===== src/rtl/muldiv_pkg.sv =====
// Shared encodings for the iterative multiply/divide unit.
package muldiv_pkg;

    localparam int XLEN_DEFAULT = 32;

    // Instruction encodings presented by EX on the op bus.
    typedef enum logic [1:0] {
        OP_MULT  = 2'b00,
        OP_MULTU = 2'b01,
        OP_DIV   = 2'b10,
        OP_DIVU  = 2'b11
    } op_t;

    // Sequencer states.
    typedef enum logic [1:0] {
        IDLE   = 2'b00,
        RUN    = 2'b01,
        FINISH = 2'b10
    } state_t;

    function automatic logic is_signed_op(input op_t op);
        return (op == OP_MULT) || (op == OP_DIV);
    endfunction

    function automatic logic is_div_op(input op_t op);
        return (op == OP_DIV) || (op == OP_DIVU);
    endfunction

endpackage


===== src/rtl/muldiv_iter.sv =====
// Iteration datapath: magnitude capture, one shift-add or restoring-divide
// step per strobe, and combinational sign fix-up of the final result.
import muldiv_pkg::*;

module muldiv_iter #(
    parameter int XLEN = XLEN_DEFAULT
) (
    input  logic            clk,
    input  logic            reset_b,
    input  logic            load,
    input  logic            step,
    input  op_t             op,
    input  logic [XLEN-1:0] rs_data,
    input  logic [XLEN-1:0] rt_data,
    output logic [XLEN-1:0] res_hi,
    output logic [XLEN-1:0] res_lo
);

    // Upper half: partial product / partial remainder.
    // Lower half: remaining multiplier bits / dividend bits shifting into quotient.
    logic [2*XLEN-1:0] acc;
    logic [XLEN-1:0]   b_mag;
    logic [XLEN-1:0]   rs_raw;
    logic              is_div;
    logic              neg_q;
    logic              neg_r;
    logic              div_by_zero;

    logic              a_neg;
    logic              b_neg;
    logic [XLEN-1:0]   a_mag_in;
    logic [XLEN-1:0]   b_mag_in;
    logic [XLEN:0]     mul_sum;
    logic [XLEN:0]     rem_shift;
    logic [XLEN:0]     diff;
    logic [2*XLEN-1:0] acc_next;
    logic [2*XLEN-1:0] prod;

    // Operand magnitudes and the next accumulator value for one iteration.
    always_comb begin
        // NOTE: every signal assigned here gets a default first, so no path can leave it unassigned and infer a latch.
        a_neg     = is_signed_op(op) & rs_data[XLEN-1];
        b_neg     = is_signed_op(op) & rt_data[XLEN-1];
        a_mag_in  = a_neg ? -rs_data : rs_data;
        b_mag_in  = b_neg ? -rt_data : rt_data;

        mul_sum   = {1'b0, acc[2*XLEN-1:XLEN]} + (acc[0] ? {1'b0, b_mag} : '0);
        rem_shift = acc[2*XLEN-1:XLEN-1];
        diff      = rem_shift - {1'b0, b_mag};

        acc_next  = acc;
        if (!is_div) begin
            acc_next = {mul_sum, acc[XLEN-1:1]};
        end else if (diff[XLEN]) begin
            // Trial subtraction borrowed: restore and shift in a 0 quotient bit.
            acc_next = {rem_shift[XLEN-1:0], acc[XLEN-2:0], 1'b0};
        end else begin
            acc_next = {diff[XLEN-1:0], acc[XLEN-2:0], 1'b1};
        end
    end

    // Capture operands on load, advance one iteration per step.
    always_ff @(posedge clk or negedge reset_b) begin
        if (!reset_b) begin
            // NOTE: the accumulators are cleared on reset even though load overwrites them, so res_* never shows stale data after reset.
            acc         <= '0;
            b_mag       <= '0;
            rs_raw      <= '0;
            is_div      <= 1'b0;
            neg_q       <= 1'b0;
            neg_r       <= 1'b0;
            div_by_zero <= 1'b0;
        end else if (load) begin
            // NOTE: non-blocking assignments so every register samples pre-edge values, regardless of statement order.
            acc         <= {{XLEN{1'b0}}, a_mag_in};
            b_mag       <= b_mag_in;
            rs_raw      <= rs_data;
            is_div      <= is_div_op(op);
            neg_q       <= a_neg ^ b_neg;
            neg_r       <= a_neg;
            div_by_zero <= is_div_op(op) && (rt_data == '0);
        end else if (step) begin
            acc <= acc_next;
        end
    end

    // Sign fix-up of the finished magnitude result.
    always_comb begin
        prod   = neg_q ? -acc : acc;
        res_hi = prod[2*XLEN-1:XLEN];
        res_lo = prod[XLEN-1:0];
        if (is_div) begin
            if (div_by_zero) begin
                res_hi = rs_raw;
                res_lo = '1;
            end else begin
                res_hi = neg_r ? -acc[2*XLEN-1:XLEN] : acc[2*XLEN-1:XLEN];
                res_lo = neg_q ? -acc[XLEN-1:0]      : acc[XLEN-1:0];
            end
        end
    end

endmodule


===== src/rtl/muldiv_sequencer.sv =====
// Multiply/divide sequencer with HI/LO registers: accepts MULT/MULTU/DIV/DIVU
// from EX, runs XLEN iterations, and stalls EX while busy if it needs the unit.
import muldiv_pkg::*;

module muldiv_sequencer #(
    parameter int XLEN = XLEN_DEFAULT
) (
    input  logic            clk,
    input  logic            reset_b,
    input  logic            start,
    input  logic [1:0]      op,
    input  logic [XLEN-1:0] rs_data,
    input  logic [XLEN-1:0] rt_data,
    input  logic            mf_req,
    input  logic            mthi,
    input  logic            mtlo,
    input  logic [XLEN-1:0] wdata,
    input  logic            flush,
    output logic [XLEN-1:0] hi,
    output logic [XLEN-1:0] lo,
    output logic            busy,
    output logic            done,
    output logic            stall
);

    localparam int CW = $clog2(XLEN);

    state_t          state;
    logic [CW-1:0]   counter;
    logic            load;
    logic            step;
    logic [XLEN-1:0] res_hi;
    logic [XLEN-1:0] res_lo;

    // A squashed EX instruction never starts an op or advances one.
    assign load  = (state == IDLE) & start & ~flush;
    assign step  = (state == RUN) & ~flush;
    assign busy  = (state != IDLE);
    // Only instructions that need HI/LO or the unit are held; done cycle is IDLE so MFHI/MFLO see new values.
    assign stall = busy & (start | mf_req | mthi | mtlo);

    muldiv_iter #(.XLEN(XLEN)) u_iter (
        .clk     (clk),
        .reset_b (reset_b),
        .load    (load),
        .step    (step),
        .op      (op_t'(op)),
        .rs_data (rs_data),
        .rt_data (rt_data),
        .res_hi  (res_hi),
        .res_lo  (res_lo)
    );

    // Control FSM with registered HI/LO and done pulse; flush aborts without touching HI/LO.
    always_ff @(posedge clk or negedge reset_b) begin
        if (!reset_b) begin
            state   <= IDLE;
            counter <= '0;
            hi      <= '0;
            lo      <= '0;
            done    <= 1'b0;
        end else begin
            done <= 1'b0;
            if (flush) begin
                state <= IDLE;
            end else begin
                case (state)
                    IDLE: begin
                        if (mthi) hi <= wdata;
                        if (mtlo) lo <= wdata;
                        if (start) begin
                            counter <= CW'(XLEN - 1);
                            state   <= RUN;
                        end
                    end
                    RUN: begin
                        if (counter == '0) begin
                            state <= FINISH;
                        end else begin
                            counter <= counter - 1'b1;
                        end
                    end
                    FINISH: begin
                        hi    <= res_hi;
                        lo    <= res_lo;
                        done  <= 1'b1;
                        state <= IDLE;
                    end
                    default: state <= IDLE;
                endcase
            end
        end
    end

endmodule


===== config.mk =====
export PLATFORM = sky130hd
export DESIGN_NAME = muldiv_sequencer
export DESIGN_NICKNAME = d
export VERILOG_FILES = /design/src/rtl/muldiv_pkg.sv /design/src/rtl/muldiv_iter.sv /design/src/rtl/muldiv_sequencer.sv
export SDC_FILE = /design/constraint.sdc
export NUM_CORES = 1
export LEC_CHECK = 0
export CAP_MARGIN = 20
export CORE_MARGIN = 3
export CORE_UTILIZATION = 54
export CTS_CLUSTER_DIAMETER = 80
export DETAILED_ROUTE_END_ITERATION = 8
export PLACE_DENSITY = 0.83
export SLEW_MARGIN = 20
export SYNTH_ARGS = -nofsm -noshare
export SYNTH_HDL_FRONTEND = slang
export SYNTH_HIERARCHICAL = 1
export SYNTH_SLANG_ARGS = --single-unit
export TNS_END_PERCENT = 1

===== constraint.sdc =====
create_clock -name clk -period 4.3 [get_ports clk]
set_clock_uncertainty 0.05 [all_clocks]
set_input_delay 0.645 -clock clk [delete_from_list [all_inputs] [get_ports clk]]
set_output_delay 0.645 -clock clk [all_outputs]
set_load 0.1 [all_outputs]

==> flow_summary.ini <==
[placed_design]
io_buffers = 171
place_congestion = 1.00
hpwl_um = 43900
post-place-ws_ns = 0.273

[global_routing]
grt-ovfl-total = 0
grt_max_degree = 126
grt_pass1_vias = 16128
grt_first_pass_wirelength_um = 89300
grtUsageTotal_pct = 32.9
antenna_found_initial = 0

[power_and_ir_drop]
switching_share_pct = 48.2
p_per_area_nw_per_um2 = 600
p_seq_share_pct = 24.9
p_clk_share_pct = 19.7
p_int_mw = 6.39
leakage_nw = 8.84
combPwrFrac_pct = 55.4
p_switching_mw = 5.95
peakVddDrop_uv = 352

[synthesis]
ys_seq_elements = 204
ys_seq_area_share_pct = 29.5
synth_warnings = 6
syn_avg_cell_area_um2 = 8.33
synth_cell_types = 80
synthArstFlopShare_pct = 100
netlist_top_cells_area = dfrtp_1 (29%), mux2_2 (7.1%), a21oi_1 (5.7%)
synth_nets = 2255
synth_edf_count = 0
yosysTopAreaCell = dfrtp_1
postSynthCellCount = 2079
synth_top_flop_cell = dfrtp_1
synth_area_um2 = 17300
synth_top_area_share_pct = 29.5

[layout]
drive_gt1_share_pct = 13.7
fin_nets = 2393
regArea_um2 = 5110
final.fill_count = 2543
area_delta_synth_final_pct = 18.6
diodes = 0
multiInputGateArea_um2 = 11400

[sta]
setup_ws_ns = 0.273
tns_ns = 0
timing.fmax_ghz = 0.248
finalSetupViolations = 0
period_share_pct = 93.7
slew_viol_final = 0
hold_violations = 0
slew_headroom_pct = 25.9
holdWs_ns = 0.111
grt_setup_unrepaired = false
period_needed_ns = 4.03
worst_pin_slew_ns = 1.11

[flow_run]
maxCapViolCount = 0

[clocking]
cts_sinks = 204
cts.clk_slew.worst_paths_ns = 0.06
post_cts_buffers = 0
htree_levels = 1
cts_tree = done
cts_buffers = 27
clockBufferDepth = 3
cts-root-buf = clkbuf_16
clk_latency_ns = 0.56

[die]
start_util_pct = 55.8
rows = 64
die_width_um = 185
core_um2 = 31100
die_area_um2 = 34300
die_h_um = 185
ios = 172

[detailed_routing]
drtPass1Iterations = 5
drt_iter0_markers = 1792
final_antenna_net_count = 0
wl_per_cell_um = 22.0
drc_errors = 0
avgViaCountPerCell = 6.33
via_count = 16673
drt_wl_total_um = 58000

[setup_path]
max_stage_delay_ns = 0.43
rr_endpoint = u_iter/acc[53]$_DFFE_PN0P_
critPathLaunchType = register
cpMaxStageDelayCell = or4_4
end_kind = register
crit_required_ns = 4.70
worst_ep_arrival_time_ns = 4.43
cpLargestDelayFamily = simple AND/OR/NAND/NOR gates
worstPathMaxFanout = 10
critical_path_class = register to register
rr_worst_depth = 14
r2r-start = u_iter/acc[31]$_DFFE_PN0P_
crit_buf_inv = 2
critical_path.cell_chain = inv_1 > ha_1 > fa_1 > nor2b_4 > o31a_1 > or4_4 > and2_4 > a311o_1 > o2111a_1 > or3_4 > buf_4 > nor4_1 > a311oi_1 > nor3_1
ff2ff_setup_slack_ns = 0.27

[min_path]
min_path_type = primary input to async pin

[outcome]
outcome = completed
power groups by stage:
stage | combinational [mW] | clock [mW] | sequential, mW
after floorplan | 3.95 | 0 | 3.77
after global placement | 6.58 | 0 | 3.04
after detailed placement | 6.66 | 0 | 3.06
after CTS | 6.71 | 2.45 | 3.04
after global routing | 7.35 | 2.53 | 3.12
final | 6.83 | 2.43 | 3.07
synthesized netlist by cell type, types with 25 or more instances:
| cell | instances |
|---|---|
| nor3_1 | 44 |
| ha_1 | 69 |
| clkbuf_1 | 96 |
| a21o_1 | 31 |
| nand2_1 | 190 |
| dfrtp_1 | 204 |
| mux2i_1 | 55 |
| nor2_1 | 260 |
| xor2_1 | 76 |
| xnor2_1 | 92 |
| mux2_2 | 109 |
| inv_1 | 69 |
| o21ai_0 | 135 |
| o31ai_1 | 25 |
| a21oi_1 | 196 |
| nand3_1 | 26 |
| mux2_4 | 52 |
state kept, by name, indices dropped and copies added (netlist names):
name and cells:
u_iter/div_by_zero 1, hi 32, lo 32, u_iter/is_div 1, u_iter/rs_raw 32, u_iter/neg_r 1, u_iter/acc 64, done 1
u_iter/neg_q 1, counter 5, u_iter/b_mag 32, state 2
per-stage QoR:
step	cell area [um^2]	std cells	util, %	power [mW]
after global placement	19600	2584	62.9	9.62
final	20600	2634	66.2	12.3
after detailed placement	19600	2584	62.9	9.73
after floorplan	17300	2079	-	7.72
after CTS	20500	2634	66.1	12.2
after global routing	20600	2634	66.2	13.0
layer usage:
layer,global-route usage [%],up-vias,wire (um)
met5,0,-,0
met4,9.54,0,1800
met3,9.15,131,6330
met2,51.6,822,25900
met1,44.5,8010,24000
li1,-,7710,-
cells in the final DEF, fill, tap and decap left out, types with 24 or more instances in the layout:
| cell | count |
|---|---|
| a31oi_1 | 24 |
| nand3_1 | 26 |
| o21ai_0 | 135 |
| ha_1 | 69 |
| xnor2_1 | 92 |
| nor3_1 | 42 |
| a21o_1 | 31 |
| clkdlybuf4s50_1 | 170 |
| clkbuf_16 | 27 |
| nor2_1 | 259 |
| mux2_4 | 52 |
| mux2_2 | 109 |
| xor2_1 | 76 |
| buf_4 | 61 |
| inv_1 | 68 |
| mux2i_1 | 55 |
| nand2_1 | 190 |
| a21oi_1 | 196 |
| dfrtp_1 | 203 |
| o31ai_1 | 25 |
worst register-to-register path: cells and delay by family, from the launching register on:
family	cells	cell delay, ns
buffers and inverters	2	0.36
DFF	1	0.42
adders and majority gates	2	0.50
and+or+nand+nor	6	1.54
AOI/OAI and AO/OA	4	1.05
cell families after synthesis:
kind of cell	synth area share [%]
compound gates	19.0
xor+xnor	8.49
fa+ha+maj	5.21
buf+inv	4.78
flops	29.5
mux	14.8
simple gates	18.3
repair_timing:
action / in CTS / in global routing
hold buffers: 0 / 0
gates resized for setup: 0 / 5
setup endpoints to repair: 0 / 5
worst max path at each step:
stage                                from                          to  slack, ns  cells after the start
3_3_place_gp   u_iter/acc[31]$_DFFE_PN0P_  u_iter/acc[53]$_DFFE_PN0P_       0.40                     14
4_1_cts        u_iter/acc[31]$_DFFE_PN0P_  u_iter/acc[53]$_DFFE_PN0P_       0.21                     14
5_1_grt         u_iter/acc[0]$_DFFE_PN0P_  u_iter/acc[59]$_DFFE_PN0P_       0.02                     16
3_5_place_dp   u_iter/acc[31]$_DFFE_PN0P_  u_iter/acc[53]$_DFFE_PN0P_       0.27                     14
6_report       u_iter/acc[31]$_DFFE_PN0P_  u_iter/acc[53]$_DFFE_PN0P_       0.27                     14
2_1_floorplan   u_iter/acc[0]$_DFFE_PN0P_          hi[20]$_DFFE_PN0P_       0.76                     15
area by class of cell:
class,count,area share [%]
clock inverters,11,0.743
clock buffers,39,3.99
inverters,69,1.28
multi-input cells,1678,55.7
repair buffers,237,11.1
well taps,396,2.41
flip-flops and latches,204,24.9
(Power assumes the default switching activity.)
